==> config.mk <==
export PLATFORM = sky130hd
export DESIGN_NAME = machine_timer
export DESIGN_NICKNAME = d
export VERILOG_FILES = /design/src/rtl/machine_timer.sv
export SDC_FILE = /design/constraint.sdc
export NUM_CORES = 1
export LEC_CHECK = 0
export BUFFER_PORTS_ARGS = -buffer_cell sky130_fd_sc_hd__clkbuf_2
export CORE_MARGIN = 5
export CORE_UTILIZATION = 53
export DETAILED_ROUTE_END_ITERATION = 10
export PLACE_DENSITY = 0.78
export SYNTH_ARGS = -nofsm -noshare
export SYNTH_HDL_FRONTEND = slang
export SYNTH_SLANG_ARGS = --single-unit
==> constraint.sdc <==
create_clock -name clk -period 5.5 [get_ports clk]
set_input_delay 0.825 -clock clk [delete_from_list [all_inputs] [get_ports clk]]
set_output_delay 0.825 -clock clk [all_outputs]
set_load 0.005 [all_outputs]
==> src/rtl/machine_timer.sv <==
// machine_timer: 64-bit mtime/mtimecmp timer with prescaler and level irq.
// Optional MACHINE_TIMER_SNAPSHOT_EN: MTIME_LO read latches mtime[63:32].
module machine_timer #(
  parameter int PRESCALE_WIDTH = 8,
  parameter bit RESET_ENABLE   = 1'b1
) (
  input  logic        clk,
  input  logic        rst_n,
  input  logic        bus_select,
  input  logic        bus_write_enable,
  input  logic [4:0]  bus_address,
  input  logic [31:0] bus_write_data,
  output logic [31:0] bus_read_data,
  output logic        bus_read_valid,
  output logic        timer_interrupt_request
);

  localparam logic [2:0] A_MT_LO  = 3'd0;
  localparam logic [2:0] A_MT_HI  = 3'd1;
  localparam logic [2:0] A_CMP_LO = 3'd2;
  localparam logic [2:0] A_CMP_HI = 3'd3;
  localparam logic [2:0] A_CTRL   = 3'd4;

  localparam logic [PRESCALE_WIDTH-1:0] P_ONE = 1;

  logic [63:0]               mtime;
  logic [63:0]               mtimecmp;
  logic [PRESCALE_WIDTH-1:0] prescale_count;
  logic [PRESCALE_WIDTH-1:0] divider;
  logic                      enable;
  logic                      tick;
  logic                      wr;
  logic                      rd;
  logic [2:0]                word;
  logic [31:0]               ctrl_word;
  logic [31:0]               mtime_hi_view;
  logic [31:0]               read_mux;

  assign word = bus_address[4:2];
  assign wr   = bus_select & bus_write_enable;
  assign rd   = bus_select & ~bus_write_enable;
  assign tick = enable & (prescale_count == divider);

`ifdef MACHINE_TIMER_SNAPSHOT_EN
  logic [31:0] shadow;

  // Capture the high word when the low word is read.
  always_ff @(posedge clk or negedge rst_n) begin
    if (!rst_n) begin
      shadow <= '0;
    end else if (rd && word == A_MT_LO) begin
      shadow <= mtime[63:32];
    end
  end

  assign mtime_hi_view = shadow;
`else
  assign mtime_hi_view = mtime[63:32];
`endif

  // Assemble the CTRL view from enable and divider.
  always_comb begin
    ctrl_word = '0;
    ctrl_word[0] = enable;
    ctrl_word[8 +: PRESCALE_WIDTH] = divider;
  end

  // Select the register addressed by the current request.
  always_comb begin
    read_mux = '0;
    case (word)
      A_MT_LO:  read_mux = mtime[31:0];
      A_MT_HI:  read_mux = mtime_hi_view;
      A_CMP_LO: read_mux = mtimecmp[31:0];
      A_CMP_HI: read_mux = mtimecmp[63:32];
      A_CTRL:   read_mux = ctrl_word;
      default:  read_mux = '0;
    endcase
  end

  // Control register and prescaler; a CTRL write restarts the divider.
  always_ff @(posedge clk or negedge rst_n) begin
    if (!rst_n) begin
      enable         <= RESET_ENABLE;
      divider        <= '0;
      prescale_count <= '0;
    end else if (wr && word == A_CTRL) begin
      enable         <= bus_write_data[0];
      divider        <= bus_write_data[8 +: PRESCALE_WIDTH];
      prescale_count <= '0;
    end else if (enable) begin
      prescale_count <= tick ? '0 : prescale_count + P_ONE;
    end
  end

  // mtime: a write to either half suppresses that cycle's tick.
  always_ff @(posedge clk or negedge rst_n) begin
    if (!rst_n) begin
      mtime <= '0;
    end else if (wr && word == A_MT_LO) begin
      mtime[31:0] <= bus_write_data;
    end else if (wr && word == A_MT_HI) begin
      mtime[63:32] <= bus_write_data;
    end else if (tick) begin
      mtime <= mtime + 64'd1;
    end
  end

  // mtimecmp halves are plain software registers.
  always_ff @(posedge clk or negedge rst_n) begin
    if (!rst_n) begin
      mtimecmp <= '1;
    end else if (wr && word == A_CMP_LO) begin
      mtimecmp[31:0] <= bus_write_data;
    end else if (wr && word == A_CMP_HI) begin
      mtimecmp[63:32] <= bus_write_data;
    end
  end

  // Registered level interrupt from the unsigned compare.
  always_ff @(posedge clk or negedge rst_n) begin
    if (!rst_n) begin
      timer_interrupt_request <= 1'b0;
    end else begin
      timer_interrupt_request <= (mtime >= mtimecmp);
    end
  end

  // One-cycle read response; data holds between responses.
  always_ff @(posedge clk or negedge rst_n) begin
    if (!rst_n) begin
      bus_read_data  <= '0;
      bus_read_valid <= 1'b0;
    end else begin
      bus_read_valid <= rd;
      if (rd) begin
        bus_read_data <= read_mux;
      end
    end
  end

endmodule
# Word level (Yosys, flattened, before mapping)
# Cells that the tools add are included.
[word_totals]
ff_bits = 179
out_inout_bits = 34
word_cells = 45
[classes]
n_addsub = 2
magnitude_cmp = 1
n_eq_ne = 6
mux = 8
n_bitwise = 6
reduce_logical = 12
[ops]
columns = ["cell", "n"]
rows = [
  ["$pmux 32 s5", 1],
  ["$mux 32", 3],
  ["$add 64x1->64 const B", 1],
  ["$ge 64x64->1", 1],
  ["$mux 64", 1],
  ["$mux 8", 3],
  ["$add 8x1->8 const B", 1],
  ["$eq 8x8->1", 1],
  ["$eq 3x2->1 const B", 2],
  ["$reduce_and 2->1", 3],
  ["$reduce_bool 2->1", 3],
  ["$logic_and 1x1->1", 5],
  ["$and 1x1->1", 3],
  ["$eq 3x1->1 const B", 1],
  ["$eq 3x3->1 const B", 1],
  ["$logic_not 3->1", 1],
  ["$not 1->1", 3],
  ["$ne 2x2->1 const B", 1],
]

# Depth between registers and ports, before layout
[logic_depth]
ltp_word = 5
depth_mapped = 10

# Least setup slack after synthesis
# No wires, ideal clock.
[synth_path]
kind = "input to register"
startpoint = "input bus_address[3]"
endpoint = "register mtime[26]"
setup_ns = 0.134
arrival_ns = 2.840
required_ns = 5.366
path_slack_ns = 2.527
path_stages = 10
path_buffers = 4
cell_sequence = "clkbuf_1 nor3b_1 and3_1 clkbuf_1 or4b_2 clkbuf_1 clkbuf_1 nor4_1 xnor2_1 o21ai_0"
[synth_between]
elab_chain_len = 4
[synth_lines]
columns = ["item", "line_no", "rtl"]
rows = [
  ["start, declared", "11", "input logic [4:0] bus_address,"],
  ["$eq 3x1->1 / $logic_not 3->1 (equally long branches)", "102, 100", ""],
  ["$logic_and 1x1->1, on equally long branches", "102, 100", ""],
  ["$ne 2x2->1 (no source line) / $reduce_bool 2->1 (equally long branches)", "-", ""],
  ["$reduce_and 2->1 (no source line)", "-", ""],
  ["end signal, assigned", "101", "mtime[31:0] <= bus_write_data;"],
  ["end signal, assigned", "105", "mtime <= mtime + 64'd1;"],
  ["end, declared", "26", "logic [63:0] mtime;"],
]
# Several ways; a longest one is shown, not always the timed one.
# A chain may end at the register's enable or synchronous reset.

# Worst setup path in the final report
[layout_path]
startpoint = "register mtime[12]"
endpoint = "register mtime[55]"
[layout_between]
elab_chain_len = 3
[layout_lines]
columns = ["item", "line_no", "rtl"]
rows = [
  ["$add 64x1->64", "105", ""],
  ["$mux 64", "104", "end else if (tick) begin"],
  ["$mux 32", "102", "end else if (wr && word == A_MT_HI) begin"],
]
# No other way between the ends. The select of a mux whose other input is x is not followed.

==> results_dict.tcl <==
set metrics [dict create \
    status "finished, final reports clean" \
    worst_pin_slew_ns 1.11 \
    synth-seq-cells 179 \
    clock_latency_ns 0.44 \
    mostFrequentLayoutCell "nand2_1" \
    power_w 0.00416 \
    path_max_fanout 11 \
    vias 9589 \
    power_density_mw_per_mm2 354 \
    die_h_um 151 \
    post-route-util 0.602 \
    fin_setup_tns_ns 0 \
    drv_cap 0 \
    place.gp.congestion 0.907 \
    cts.sinks 179 \
    critPathLaunchType "flop" \
    setup_viol 0 \
    wl_per_cell_um 19.8 \
    slew_headroom 0.258 \
    cts_resized 0 \
    critical_path_class "reg -> reg" \
    slew_violations 0 \
    ios 75 \
    async_flop_share 1.00 \
    antennaDiodeCount 0 \
    track_usage 0.271 \
    clock_path_buffers 2 \
    cts_buffers 17 \
    whs_ns 0.467 \
    grt-ovfl-total 0 \
    cts-root-buf "clkbuf_16" \
    worst_ep_arrival_time_ns 3.95 \
    avgSynthCellArea_um2 8.76 \
    ir_drop_mv 0.214 \
    die-area_mm2 0.0228 \
    final_antenna_net_count 0 \
    drt_iter0_markers 961 \
    critPathRequiredTime_ns 5.88 \
    start_util 0.541 \
    grt_antenna_before_repair 0 \
    finalClockSkew_ns 0.00893 \
    placed_cell_area_mm2 0.0111 \
    synth_edf_count 0 \
    period_needed_ns 3.58 \
    rsz0062_at_grt "false" \
    synth_ff_type "dfrtp_1" \
    drive_gt1_frac 0.162 \
    grt_pass1_vias 8991 \
    nets 1349 \
    synth_area_mm2 0.0106 \
    syn_inst 1205 \
    die_x_um 151 \
    leakage_nw 4.98 \
    seq_area_frac_synth 0.432 \
    postCtsSetupBuffers 0 \
    route.detailed.drc 0 \
    final_cell_area_mm2 0.0118 \
    grt_max_degree 97 \
    yosysWarnings 0 \
    hold_viol 0 \
    htreeDepth 4 \
    grt_pass1_wl_um 48200 \
    wl_um 30100 \
    hold_class "in -> async" \
    mostFrequentLayoutCells "nand2_1, o21ai_0, dfrtp_1" \
    syn_nets 1312 \
    synthDistinctLibCells 54 \
    design.core.area_mm2 0.0195 \
    dr.pass1.iters 5 \
    clkSlewWorstSetupHoldPaths_ns 0.07 \
    port_buffers 72 \
    synthToLayoutAreaGrowth_pct 11.3 \
    num_rows 51 \
    hold_buffers 0 \
    worstSetupEndpointType "flop" \
    fin_crit_sh 0.651 \
    dpl.hpwl_um 21000 \
    viasPerCell 6.31 \
    max_clock_freq_mhz 279 \
    cts_tree "yes" \
]
cell families after synthesis:
group                    synth area share
buffers and inverters              0.0520
XOR/XNOR                           0.0340
AO/OA/AOI/OAI                       0.197
multiplexers                       0.0106
AND/OR/NAND/NOR                     0.196
flip-flops                          0.432
adder cells (fa/ha/maj)            0.0782
sequential cells by signal, summed over array words and instances (netlist names):
register and flops:
mtimecmp 64, bus_read_valid 1, mtime 64, bus_read_data 32, enable 1, timer_interrupt_request 1
prescale_count 8, divider 8
synthesized netlist by cell type (all sizes together), types with 2 or more instances:
master / count / area, um^2
dfstp: 65 / 1710
and3: 12 / 76.3
nor4b: 2 / 17.5
nand4: 37 / 238
a21o: 2 / 15.0
nand2b: 2 / 12.5
a211oi: 2 / 15.0
or3: 5 / 31.3
xor2: 15 / 131
o311ai: 9 / 78.8
a22o: 25 / 219
a22oi: 11 / 82.6
o22ai: 9 / 56.3
nand3: 57 / 298
nor4: 22 / 153
nor2: 22 / 82.6
o21ai: 168 / 841
clkbuf: 65 / 245
or2: 2 / 12.5
or4: 11 / 86.3
a21oi: 44 / 220
mux2i: 10 / 100
ha: 66 / 826
and4: 7 / 61.3
o211ai: 9 / 67.6
buf: 3 / 18.8
a31oi: 3 / 18.8
and2: 6 / 37.5
nor3b: 2 / 15.0
nor3: 16 / 80.1
a41o: 2 / 20.0
nand2: 221 / 830
inv: 76 / 285
a221oi: 36 / 315
dfrtp: 114 / 2850
nor2b: 4 / 25.0
a2bb2oi: 8 / 70.1
xnor2: 26 / 228
through the flow:
stage	setup WS [ns]	cells
2_1_floorplan	2.53	1205
3_3_place_gp	1.83	1488
3_5_place_dp	1.81	1488
4_1_cts	2.07	1520
5_1_grt	1.88	1520
6_report	1.92	1520
final timing paths:
kind                                               from                            to  cells past startpoint  slack, ns
min in group clk           bus_read_data[5]$_DFFE_PN0P_  bus_read_data[5]$_DFFE_PN0P_                      2       0.48
min reg2reg                bus_read_data[5]$_DFFE_PN0P_  bus_read_data[5]$_DFFE_PN0P_                      2       0.48
max                               mtime[12]$_DFFE_PN0P_         mtime[55]$_DFFE_PN0P_                      6       1.92
min                                               rst_n  bus_read_data[6]$_DFFE_PN0P_                      1       0.47
max in group asynchronous                         rst_n      mtimecmp[16]$_DFFE_PN1P_                      2       3.88
max reg2reg                       mtime[12]$_DFFE_PN0P_         mtime[55]$_DFFE_PN0P_                      6       1.92
per-layer routing:
layer,wire length [um],up-vias,track usage
met5,0,-,0
met4,740,0,0.0898
met3,2440,71,0.0467
met2,14100,428,0.435
met1,12900,4653,0.375
li1,-,4437,-
power breakdown:
| group | internal (W) | switching, W | total [W] |
|---|---|---|---|
| sequential | 0.00165 | 0.000268 | 0.00191 |
| clock | 0.000742 | 0.000540 | 0.00128 |
| combinational | 0.000399 | 0.000567 | 0.000966 |
critical path, stage by stage, from the launching register on:
cell	delay [ns]
dfrtp_1	0.48
nand4_1	0.62
or4_4	0.84
nor4_1	0.78
nand3_1	0.23
or4_1	0.46
nand3_1	0.10
layout make-up:
type,count,area (um^2)
clock buffer,21,460
tap,265,332
clock inverter,11,153
inverter,76,285
multi-input combinational,882,5490
timing repair buffer,86,472
fill,1697,7770
sequential,179,4560
Power figures use the tool's default switching activity.
